$ cat src/rtl/lcd_status_reader_if.sv
// Reader-side signal bundle: request/done handshake plus the LCD read-cycle pins.
// master = LCD controller / top level, slave = lcd_status_reader.
interface lcd_status_reader_if;
  logic       rd_req;
  logic       bus_grant;
  logic [7:0] lcd_data_in;
  logic       ready;
  logic       rd_done;
  logic       timeout;
  logic [6:0] addr_cnt;
  logic       lcd_e;
  logic       lcd_rs;
  logic       lcd_rw;
  logic       lcd_bus_rd;

  modport master (
    output rd_req, bus_grant, lcd_data_in,
    input  ready, rd_done, timeout, addr_cnt, lcd_e, lcd_rs, lcd_rw, lcd_bus_rd
  );

  modport slave (
    input  rd_req, bus_grant, lcd_data_in,
    output ready, rd_done, timeout, addr_cnt, lcd_e, lcd_rs, lcd_rw, lcd_bus_rd
  );
endinterface

$ cat src/rtl/lcd_status_reader.sv
// Polls the HD44780 busy flag with instruction-register reads until clear or timeout.
// Latency 1+SETUP+E_HIGH+HOLD+1 clocks when not busy; bus_grant stalls only between reads.
module lcd_status_reader #(
  parameter int SETUP_CYC     = 2,
  parameter int E_HIGH_CYC    = 12,
  parameter int HOLD_CYC      = 2,
  parameter int POLL_GAP_CYC  = 50,
  parameter int TIMEOUT_POLLS = 2000
) (
  input  logic                 clk,
  input  logic                 reset_n,
  lcd_status_reader_if.slave   bus
);

  localparam int MAX_AB  = (SETUP_CYC > E_HIGH_CYC) ? SETUP_CYC : E_HIGH_CYC;
  localparam int MAX_CD  = (HOLD_CYC > POLL_GAP_CYC) ? HOLD_CYC : POLL_GAP_CYC;
  localparam int MAX_CYC = (MAX_AB > MAX_CD) ? MAX_AB : MAX_CD;
  localparam int PH_W    = $clog2(MAX_CYC + 1);
  localparam int PC_W    = $clog2(TIMEOUT_POLLS + 1);

  localparam logic [PH_W-1:0] PH_ONE     = PH_W'(1);
  localparam logic [PH_W-1:0] SETUP_LAST = PH_W'(SETUP_CYC - 1);
  localparam logic [PH_W-1:0] EHIGH_LAST = PH_W'(E_HIGH_CYC - 1);
  localparam logic [PH_W-1:0] HOLD_LAST  = PH_W'(HOLD_CYC - 1);
  localparam logic [PH_W-1:0] GAP_LAST   = PH_W'(POLL_GAP_CYC - 1);
  localparam logic [PC_W-1:0] PC_ONE     = PC_W'(1);
  localparam logic [PC_W-1:0] PC_LAST    = PC_W'(TIMEOUT_POLLS - 1);

  typedef enum logic [2:0] {
    IDLE,
    ARB,
    SETUP,
    EHIGH,
    HOLD,
    GAP,
    DONE
  } state_t;

  state_t          state;
  logic [PH_W-1:0] ph;
  logic [PC_W-1:0] poll_cnt;
  logic [7:0]      sample;

  always_ff @(posedge clk or negedge reset_n) begin
    if (!reset_n) begin
      state          <= IDLE;
      ph             <= '0;
      poll_cnt       <= '0;
      sample         <= '0;
      bus.ready      <= 1'b1;
      bus.rd_done    <= 1'b0;
      bus.timeout    <= 1'b0;
      bus.addr_cnt   <= '0;
      bus.lcd_e      <= 1'b0;
      bus.lcd_rs     <= 1'b0;
      bus.lcd_rw     <= 1'b0;
      bus.lcd_bus_rd <= 1'b0;
    end else begin
      bus.rd_done <= 1'b0;
      bus.lcd_rs  <= 1'b0;
      case (state)
        IDLE: begin
          if (bus.rd_req) begin
            state       <= ARB;
            bus.ready   <= 1'b0;
            bus.timeout <= 1'b0;
            poll_cnt    <= '0;
          end
        end
        ARB: begin
          // Grant only gates the start of a read; a started read never aborts.
          if (bus.bus_grant) begin
            state          <= SETUP;
            ph             <= '0;
            bus.lcd_rw     <= 1'b1;
            bus.lcd_bus_rd <= 1'b1;
          end
        end
        SETUP: begin
          if (ph == SETUP_LAST) begin
            state     <= EHIGH;
            ph        <= '0;
            bus.lcd_e <= 1'b1;
          end else begin
            ph <= ph + PH_ONE;
          end
        end
        EHIGH: begin
          if (ph == EHIGH_LAST) begin
            state     <= HOLD;
            ph        <= '0;
            bus.lcd_e <= 1'b0;
            sample    <= bus.lcd_data_in;
          end else begin
            ph <= ph + PH_ONE;
          end
        end
        HOLD: begin
          if (ph == HOLD_LAST) begin
            ph             <= '0;
            bus.lcd_rw     <= 1'b0;
            bus.lcd_bus_rd <= 1'b0;
            if (!sample[7]) begin
              state        <= DONE;
              bus.rd_done  <= 1'b1;
              bus.addr_cnt <= sample[6:0];
            end else if (poll_cnt == PC_LAST) begin
              state       <= DONE;
              bus.rd_done <= 1'b1;
              bus.timeout <= 1'b1;
            end else begin
              state    <= GAP;
              poll_cnt <= poll_cnt + PC_ONE;
            end
          end else begin
            ph <= ph + PH_ONE;
          end
        end
        GAP: begin
          if (ph == GAP_LAST) begin
            state <= ARB;
            ph    <= '0;
          end else begin
            ph <= ph + PH_ONE;
          end
        end
        DONE: begin
          state     <= IDLE;
          bus.ready <= 1'b1;
        end
        default: begin
          state     <= IDLE;
          bus.ready <= 1'b1;
        end
      endcase
    end
  end

endmodule

$ cat src/flat_wrapper.sv
// flat-port wrapper written by rule: the top's interface ports become plain ports
module lcd_status_reader_flat 
#(
  parameter int SETUP_CYC     = 2,
  parameter int E_HIGH_CYC    = 12,
  parameter int HOLD_CYC      = 2,
  parameter int POLL_GAP_CYC  = 50,
  parameter int TIMEOUT_POLLS = 2000
)
  (clk, reset_n, bus_rd_req, bus_bus_grant, bus_lcd_data_in, bus_ready, bus_rd_done, bus_timeout, bus_addr_cnt, bus_lcd_e, bus_lcd_rs, bus_lcd_rw, bus_lcd_bus_rd);
  lcd_status_reader_if bus_i ();
  input  logic clk;
  input  logic reset_n;
  input wire logic [$bits(bus_i.rd_req)-1:0] bus_rd_req;
  input wire logic [$bits(bus_i.bus_grant)-1:0] bus_bus_grant;
  input wire logic [$bits(bus_i.lcd_data_in)-1:0] bus_lcd_data_in;
  output wire logic [$bits(bus_i.ready)-1:0] bus_ready;
  output wire logic [$bits(bus_i.rd_done)-1:0] bus_rd_done;
  output wire logic [$bits(bus_i.timeout)-1:0] bus_timeout;
  output wire logic [$bits(bus_i.addr_cnt)-1:0] bus_addr_cnt;
  output wire logic [$bits(bus_i.lcd_e)-1:0] bus_lcd_e;
  output wire logic [$bits(bus_i.lcd_rs)-1:0] bus_lcd_rs;
  output wire logic [$bits(bus_i.lcd_rw)-1:0] bus_lcd_rw;
  output wire logic [$bits(bus_i.lcd_bus_rd)-1:0] bus_lcd_bus_rd;
  assign bus_i.rd_req = bus_rd_req;
  assign bus_i.bus_grant = bus_bus_grant;
  assign bus_i.lcd_data_in = bus_lcd_data_in;
  assign bus_ready = bus_i.ready;
  assign bus_rd_done = bus_i.rd_done;
  assign bus_timeout = bus_i.timeout;
  assign bus_addr_cnt = bus_i.addr_cnt;
  assign bus_lcd_e = bus_i.lcd_e;
  assign bus_lcd_rs = bus_i.lcd_rs;
  assign bus_lcd_rw = bus_i.lcd_rw;
  assign bus_lcd_bus_rd = bus_i.lcd_bus_rd;
  lcd_status_reader #(.SETUP_CYC(SETUP_CYC), .E_HIGH_CYC(E_HIGH_CYC), .HOLD_CYC(HOLD_CYC), .POLL_GAP_CYC(POLL_GAP_CYC), .TIMEOUT_POLLS(TIMEOUT_POLLS)) u_core (.clk(clk), .reset_n(reset_n), .bus(bus_i));
endmodule
$ cat config.mk
export PLATFORM = sky130hd
export DESIGN_NAME = lcd_status_reader_flat
export DESIGN_NICKNAME = d
export VERILOG_FILES = /design/src/rtl/lcd_status_reader_if.sv /design/src/rtl/lcd_status_reader.sv /design/src/flat_wrapper.sv
export SDC_FILE = /design/constraint.sdc
export NUM_CORES = 1
export LEC_CHECK = 0
export CORE_ASPECT_RATIO = 1.4
export CORE_MARGIN = 10
export CORE_UTILIZATION = 35
export CTS_CLUSTER_DIAMETER = 80
export DETAILED_ROUTE_END_ITERATION = 16
export PLACE_DENSITY = 0.57
export SETUP_SLACK_MARGIN = 0.2
export SYNTH_ARGS = -nofsm -noshare
export SYNTH_HDL_FRONTEND = slang
export SYNTH_SLANG_ARGS = --single-unit
$ cat constraint.sdc
create_clock -name clk -period 2.3 [get_ports clk]
set_input_delay 0.46 -clock clk [delete_from_list [all_inputs] [get_ports clk]]
set_output_delay 0.46 -clock clk [all_outputs]
set_load 0.01 [all_outputs]
# [After elaboration in Yosys (flattened, before gate mapping)]
# Index checks and enable logic that the tools add are counted.
[classes] addsub=2 n_eq_ne=18 n_mux=35 bitwise=2 n_reduce_logical=16
[op_table] op="$mux W11" n=4
[op_table] op="$mux W6" n=4
[op_table] op="$pmux W6 S4" n=1
[op_table] op="$pmux W11 S2" n=1
[op_table] op="$mux W3" n=7
[op_table] op="$pmux W3 S6" n=1
[op_table] op="$mux W1" n=12
[op_table] op="$ne A2 B1 Y1 const B" n=6
[op_table] op="$add A11 B1 Y11 const B" n=1
[op_table] op="$eq A11 B11 Y1 const B" n=1
[op_table] op="$reduce_and A5 Y1" n=2
[op_table] op="$reduce_and A3 Y1" n=3
[op_table] op="$pmux W1 S2" n=4
[op_table] op="$add A6 B1 Y6 const B" n=1
[op_table] op="$eq A3 B2 Y1 const B" n=2
[op_table] op="$eq A3 B3 Y1 const B" n=2
[op_table] op="$eq A6 B1 Y1 const B" n=1
[op_table] op="$eq A6 B4 Y1 const B" n=1
[op_table] op="$eq A6 B6 Y1 const B" n=1
[op_table] op="$ne A2 B2 Y1 const B" n=3
[op_table] op="$reduce_and A2 Y1" n=3
[op_table] op="$reduce_and A6 Y1" n=1
[op_table] op="$reduce_bool A2 Y1" n=3
[op_table] op="$reduce_or A5 Y1" n=1
[op_table] op="other kinds (6)" n=7
[totals] ff_bits=40 input_bits=12 out_inout_bits=14 wordCells=83

# [Logic depth before layout (Yosys ltp)]
# Gate-level depths: netlist of the first run.
[depth] word_depth=5 depth_mapped=6 ltp_nobuf=6

# [Worst setup path after synthesis of the first run]
# OpenSTA, ideal clock, no wires.
[synth_timing] path_type="reg-to-reg" from="register u_core.ph[4]" to="register u_core.sample[0]" setup_time_ps=125 arrival_ps=1609 required_ps=2175 slack_ps=567 path_stages_with_launch=6 n_path_buf=1 period_less_slack_ps=1733 path_cell_list="dfrtp_1 > buf_2 > nor3_4 > nand4_1 > nor2_4 > mux2_2"
[synth_between] elab_chain_cells=2
[synth_lines] item="start, declared" line_no="lcd_status_reader.sv:40" rtl="logic [PH_W-1:0] ph;"
[synth_lines] item="start signal, assigned" line_no="lcd_status_reader.sv:85" rtl="ph <= ph + PH_ONE;"
[synth_lines] item="start signal, assigned" line_no="lcd_status_reader.sv:95" rtl="ph <= ph + PH_ONE;"
[synth_lines] item="start signal, assigned" line_no="lcd_status_reader.sv:116" rtl="ph <= ph + PH_ONE;"
[synth_lines] item="$eq A6 B4 Y1" line_no="lcd_status_reader.sv:89" rtl="if (ph == EHIGH_LAST) begin"
[synth_lines] item="$reduce_and A2 Y1 (no line)"
[synth_lines] item="end signal, assigned" line_no="lcd_status_reader.sv:93" rtl="sample <= bus.lcd_data_in;"
[synth_lines] item="end, declared" line_no="lcd_status_reader.sv:42" rtl="logic [7:0] sample;"
# No other way between the ends.
# A chain may end at the register's enable or synchronous reset.

# [Worst setup path in the final report of the first run]
[layout_timing] from="register u_core.ph[2]" to="register u_core.bus.addr_cnt[6]"
[layout_between] elab_chain_cells=2
[layout_lines] item="$eq A6 B1 Y1" line_no="lcd_status_reader.sv:99" rtl="if (ph == HOLD_LAST) begin"
[layout_lines] item="$reduce_and A3 Y1 (no line)"
[layout_lines] item="end signal, assigned" line_no="lcd_status_reader.sv:106" rtl="bus.addr_cnt <= sample[6:0];"
[layout_lines] item="end, declared" line_no="lcd_status_reader_if.sv:23" rtl="output ready, rd_done, timeout, addr_cnt, lcd_e, lcd_rs, lcd_rw, lcd_bus_rd"
# No other way between the ends.

==> flow_metrics.env, run 1 <==
export IMPL_h_tree_depth=2
export IMPL_clock_latency_ns=0.29
export IMPL_die_x_microns=85.85
export IMPL_drv_cap=0
export IMPL_final_antenna_net_count=0
export IMPL_instances_no_fill=293
export IMPL_end_kind="flip-flop"
export IMPL_fmax_mhz=512.0
export IMPL_synth_seq_cells=40
export IMPL_cts_sinks=40
export IMPL_cts_root_buf="clkbuf_8"
export IMPL_grt_pass1_wl_mm=8.204
export IMPL_clk_pin_slew_ns=0.07
export IMPL_clockBufferDepth=2
export IMPL_hold_viol_final=0
export IMPL_synth_edf_count=0
export IMPL_rsz0062_at_grt="yes"
export IMPL_worst_setup_path_type="flip-flop to flip-flop"
export IMPL_crit_family="simple AND/OR/NAND/NOR gates"
export IMPL_syn_area_sq_um=2125
export IMPL_die_area_sq_um=9631
export IMPL_syn_inst=195
export IMPL_drt_total_wl_mm=4.810
export IMPL_ctsHoldBuffers=0
export IMPL_grt_pass1_vias=1628
export IMPL_synthFlopType="dfrtp_1"
export IMPL_rows=33
export IMPL_powerDensity_nw_per_um2=910.5
export IMPL_place_inst=286
export IMPL_synth_cell_type_count=50
export IMPL_finalCritPeriodShare=0.8492
export IMPL_worst_setup_path_start_kind="flip-flop"
export IMPL_synth_fp_nets=210
export IMPL_initial_utilization=0.3624
export IMPL_drt_vias_per_instance=5.570
export IMPL_crit_required_ns=2.48
export IMPL_gp_congestion=0.7521
export IMPL_hpwl_mm=3.633
export IMPL_r2r_setup_slack_ns=0.35
export IMPL_final_common_cell="dfrtp_1"
export IMPL_async_reset_ff_frac=1.000
export IMPL_timing_rr_end="u_core.bus.addr_cnt[6]"
export IMPL_n_antenna_cell=0
export IMPL_status="complete, no violations"
export IMPL_drc=0
export IMPL_skew_ns=0.006935
export IMPL_worstPathArrival_ns=2.13
export IMPL_final_cell_mix="dfrtp_1 (39), clkdlybuf4s50_1 (23), mux2_2 (16)"
export IMPL_peakVddDrop_mv=0.3714
export IMPL_ctsResizeCount=0
export IMPL_num_vias=1632
export IMPL_power_leakage_uw=0.001082
export IMPL_grt_start_max_net_pins=25
export IMPL_ioPinCount=26
export IMPL_overflow=0
export IMPL_antenna_found_initial=0
export IMPL_die_y_microns=112.2
export IMPL_cts_buffers=5
export IMPL_synth_warning_count=0
export IMPL_io_buffer_count=24
export IMPL_cp_slowest_cell="dfrtp_1"
export IMPL_core_sq_um=5863
export IMPL_path_cells="nor3_4, nand3_1, nor2_2, mux2_2"
export IMPL_max_stage_delay_ns=0.50
export IMPL_cts_setup_buffers=0
export IMPL_avgSynthCellArea_sq_um=10.90
export IMPL_tritoncts="built"
export IMPL_setup_viol=0
export IMPL_worst_pin_slew_ns=0.5329
export IMPL_dr_pass1_iters=4
export IMPL_fin_setup_tns_ns=0
export IMPL_grt_total_usage=0.1032
export IMPL_drive_gt1_frac=0.1883
export IMPL_relSlewSlack=0.6447
export IMPL_r2r_cells=4
export IMPL_worstPathMaxFanout=10
export IMPL_r2r_start="u_core.ph[2]"
export IMPL_min_delay_path_class="primary input to asynchronous set/reset pin"
export IMPL_num_nets_final=238
export IMPL_first_iter_violations=121
export IMPL_drv_slew=0
export IMPL_syn2layout_area_growth_pct=18.96
export IMPL_ys_seq_area_frac=0.4717
export IMPL_crit_buf_inv=0
export IMPL_layout_min_cycle_time_ns=1.953
export IMPL_wl_per_cell_microns=16.42
per-stage QoR:
stage	worst slack, ns	instance area, sq um	total power (uW)	util	hold WS, ns
6_report	0.3467	2527	2301	0.4311	0.1436
5_1_grt	0.1880	2527	2483	0.4311	0.1732
4_1_cts	0.2679	2521	2329	0.4300	0.1570
3_5_place_dp	0.2984	2440	1868	0.4161	0.4564
3_3_place_gp	0.2962	2440	1853	0.4161	0.4535
2_1_floorplan	0.5667	2125	1625	-	0.1644
synth_stat cells, types with 2 or more instances:
cell type / n / area share
nor2_1: 7 / 0.012
mux2i_1: 2 / 0.0094
nand2_1: 12 / 0.021
and3_1: 5 / 0.015
o211ai_1: 2 / 0.0071
ha_1: 3 / 0.018
a21oi_1: 10 / 0.024
a22o_1: 2 / 0.0082
nand4_2: 2 / 0.012
or4_1: 7 / 0.025
o31ai_1: 9 / 0.032
nor3_1: 4 / 0.0094
buf_4: 3 / 0.011
a21boi_0: 2 / 0.0071
buf_2: 6 / 0.014
mux2_2: 16 / 0.085
dfrtp_1: 39 / 0.46
o2bb2ai_1: 2 / 0.0082
inv_1: 8 / 0.014
o21ai_0: 6 / 0.014
a311oi_1: 2 / 0.0082
nand2b_1: 2 / 0.0059
a21o_1: 2 / 0.0071
nand4_1: 6 / 0.018
nand3_1: 10 / 0.024
nor2b_1: 2 / 0.0059
layer usage:
layer,GRT usage,part of all wire,routed length [microns]
met1,0.1115,0.39,1892
met3,0.01881,0.019,91
met2,0.1824,0.56,2688
met5,0,0,0
met4,0.05727,0.028,137
where the power goes:
part | total (uW) | switching, uW | internal, uW
sequential | 1080 | 220 | 858
clock | 448 | 243 | 205
combinational | 775 | 412 | 363
worst max-delay path by stage:
stage,from,end,slack [ns],cells after the start
finish,u_core.ph[2],u_core.bus.addr_cnt[6],0.35,4
floorplan,u_core.ph[4],u_core.sample[0],0.57,5
global placement,u_core.state[2],u_core.bus.addr_cnt[6],0.30,4
detailed placement,u_core.state[2],u_core.bus.addr_cnt[6],0.30,4
CTS,u_core.state[2],u_core.bus.addr_cnt[6],0.27,4
global route,u_core.ph[1],u_core.poll_cnt[3],0.19,6
cell families (layout without fill, tap and decap cells):
family,Yosys count,count (layout),synth area share
flops,40,40,0.4717
compound gates,48,48,0.1743
mux,18,18,0.09423
buf+inv,17,45,0.03887
fa+ha+maj,3,3,0.01767
simple gates,68,68,0.2014
other cells,1,1,0.001765
area by class of cell:
type	instances	area [sq um]
clock inverters	2	12.51
inverters	8	30.03
multi-input cells	138	1046
repair buffers	30	280.3
flip-flops and latches	40	1002
clock buffers	5	68.82
fillers	579	3336
well taps	70	87.58
registers in the layout, summed over array words and instances (netlist names):
register,count
u_core.bus.addr_cnt,7
u_core.bus.lcd_e,1
u_core.bus.ready,1
u_core.bus.timeout,1
u_core.state,3
u_core.bus.lcd_rw,1
u_core.sample,8
u_core.poll_cnt,11
u_core.ph,6
u_core.bus.rd_done,1
Power figures use the tool's default switching activity.
==> run 2, diff against run 1 <==
==> constraint.sdc (replaced) <==
create_clock -name clk -period 1.9 [get_ports clk]
set_input_delay 0.38 -clock clk [delete_from_list [all_inputs] [get_ports clk]]
set_output_delay 0.38 -clock clk [all_outputs]
set_load 0.01 [all_outputs]
==> run 2 against run 1 <==
Against the previous run:
- sequential share of layout area fell by 5.6 points
- clock skew rose by 0.0048 ns
- setup slack got worse by 0.14 ns
- non-clock buffer count rose by 30
- critical path depth did not move
- first-iteration DRC count rose by 12%
- via count rose by 9.6%
- register-to-register slack got worse by 0.14 ns
- hold slack got worse by 0.014 ns
- count of clock-buffer cells in the layout did not move
- critical endpoint is now u_core.state[0]
- largest cell class unchanged
==> flow_metrics.env, run 2 (same netlist as run 1, synthesis figures left out) <==
export IMPL_min_delay_path_class="primary input to asynchronous set/reset pin"
export IMPL_internal_power_uw=2181
export IMPL_dr_pass1_iters=4
export IMPL_final_cell_mix="dfrtp_1 (32), buf_4 (31), clkdlybuf4s50_1 (22)"
export IMPL_num_vias=1788
export IMPL_die_y_microns=112.2
export IMPL_final_antenna_net_count=0
export IMPL_setup_viol=0
export IMPL_fin_setup_tns_ns=0
export IMPL_h_tree_depth=2
export IMPL_die_x_microns=85.85
export IMPL_status="complete, no violations"
export IMPL_cts_sinks=40
export IMPL_gp_congestion=0.7747
export IMPL_drv_cap=0
export IMPL_rsz0062_at_grt="yes"
export IMPL_final_common_cell="dfrtp_1"
export IMPL_tritoncts="built"
export IMPL_worstPathMaxFanout=3
export IMPL_overflow=0
export IMPL_syn2layout_area_growth_pct=39.75
export IMPL_grt_total_usage=0.1111
export IMPL_p_sw_uw=1276
export IMPL_grt_pass1_vias=1797
export IMPL_die_area_sq_um=9631
export IMPL_end_kind="flip-flop"
export IMPL_r2r_cells=4
export IMPL_ctsHoldBuffers=0
export IMPL_drc=0
export IMPL_cts_root_buf="clkbuf_8"
export IMPL_wl_per_cell_microns=16.51
export IMPL_drv_slew=0
export IMPL_initial_utilization=0.3624
export IMPL_drt_vias_per_instance=5.502
export IMPL_pwr_share_comb=0.427
export IMPL_fmax_mhz=591.6
export IMPL_grt_pass1_wl_mm=8.866
export IMPL_cts_buffers=5
export IMPL_powerDensity_nw_per_um2=1164
export IMPL_clockBufferDepth=2
export IMPL_worst_setup_path_start_kind="flip-flop"
export IMPL_grt_start_max_net_pins=41
export IMPL_relSlewSlack=0.6475
export IMPL_crit_required_ns=2.08
export IMPL_regMostFlops="u_core.poll_cnt"
export IMPL_clock_latency_ns=0.30
export IMPL_peakVddDrop_mv=0.5311
export IMPL_drive_gt1_frac=0.3922
export IMPL_power_leakage_uw=0.001264
export IMPL_num_nets_final=269
export IMPL_rows=33
export IMPL_power_frac_clock=0.209
export IMPL_top_regs="u_core.poll_cnt x11, u_core.sample x8, u_core.bus.addr_cnt x7"
export IMPL_finalCritPeriodShare=0.8897
export IMPL_worstPathArrival_ns=1.87
export IMPL_num_fill_cells=535
export IMPL_hold_viol_final=0
export IMPL_io_buffer_count=24
export IMPL_skew_ns=0.01170
export IMPL_ioPinCount=26
export IMPL_layout_min_cycle_time_ns=1.690
export IMPL_hpwl_mm=3.658
export IMPL_drt_total_wl_mm=5.367
export IMPL_antenna_found_initial=0
export IMPL_worst_setup_path_type="flip-flop to flip-flop"
export IMPL_timing_hold_ws_ns=0.1299
export IMPL_first_iter_violations=135
export IMPL_swShare=0.3691
export IMPL_n_antenna_cell=0
export IMPL_largest_reg_flops=11
export IMPL_clk_pin_slew_ns=0.09
export IMPL_core_sq_um=5863
export IMPL_pwr_share_seq=0.364
export IMPL_worst_pin_slew_ns=0.5288
run 2: cell count changes in the layout (fill, tap and decap cells not counted), sizes merged:
cell           delta
nand4             +1
inv               +1
bufinv            +1
dlygate4sd2       +1
clkinv            -1
clkdlybuf4s50     -1
buf              +30
run 2: worst max-delay path: stages (launching register included):
cell       delay [ns]
dfrtp_1          0.39
or3b_4           0.43
o31a_1           0.37
o2111a_1         0.26
o2bb2ai_2        0.12
run 2: repair_timing:
| item | in CTS | in global routing |
|---|---|---|
| setup endpoints to repair | 34 | 32 |
| gates resized for setup | 22 | 17 |
| cloned | 1 | 0 |
| pin swaps | 17 | 11 |
| setup buffers | 16 | 3 |
| endpoints found under the hold margin | 0 | 0 |
run 2: power by group through the flow:
| stage | sequential, uW | clock (uW) | combinational (uW) |
|---|---|---|---|
| floorplan | 1180 | 0 | 816 |
| global placement | 1250 | 0 | 1160 |
| detailed placement | 1260 | 0 | 1170 |
| CTS | 1250 | 745 | 1410 |
| global route | 1290 | 775 | 1620 |
| finish | 1260 | 723 | 1480 |
run 2: per-stage QoR:
stage               utilization  area, sq um  power [uW]  cells  setup slack [ns]
floorplan                     -         2148        1995    195            0.1786
global placement         0.4332         2540        2410    297           0.06190
detailed placement       0.4332         2540        2422    297           0.03939
CTS                      0.4898         2872        3403    322            0.2015
global route             0.5064         2969        3687    325            0.1320
finish                   0.5064         2969        3457    325            0.2096
run 2: layer usage:
metal | track usage | vias up | share of wire
met5 | 0 | - | 0
met4 | 0.04956 | 0 | 0.018
met3 | 0.01881 | 9 | 0.027
met2 | 0.2069 | 27 | 0.55
met1 | 0.1168 | 892 | 0.40
li1 | - | 860 | -
run 2: final timing paths:
check / from / endpoint / slack [ns]
setup / recovery: u_core.poll_cnt[5] / u_core.state[0] / 0.21
hold / removal: reset_n / u_core.state[1] / 0.13
setup reg to reg: u_core.poll_cnt[5] / u_core.state[0] / 0.21
hold reg to reg: u_core.bus.ready / u_core.bus.ready / 0.47
max in group asynchronous: reset_n / u_core.state[2] / 1.36
min in group clk: u_core.bus.ready / u_core.bus.ready / 0.47
run 2: final cells by class:
| class | count | area [sq um] | area share |
|---|---|---|---|
| sequential | 40 | 1011 | 0.3405 |
| timing repair buffer | 60 | 540.5 | 0.1820 |
| multi-input combinational | 139 | 1185 | 0.3991 |
| tap | 70 | 87.58 | 0.02950 |
| clock buffer | 5 | 68.82 | 0.02318 |
| inverter | 8 | 30.03 | 0.01011 |
| clock inverter | 3 | 46.29 | 0.01559 |
==> run 3, diff against run 2 <==
--- a/config.mk
+++ b/config.mk
@@ -5,6 +5,7 @@
 export SDC_FILE = /design/constraint.sdc
 export NUM_CORES = 1
 export LEC_CHECK = 0
+export ABC_CLOCK_PERIOD_IN_PS = 1900
 export CORE_ASPECT_RATIO = 1.4
 export CORE_MARGIN = 10
 export CORE_UTILIZATION = 35
==> results of run 3 <==
Same layout as run 2: the final DEF is identical, and so are final timing and power.
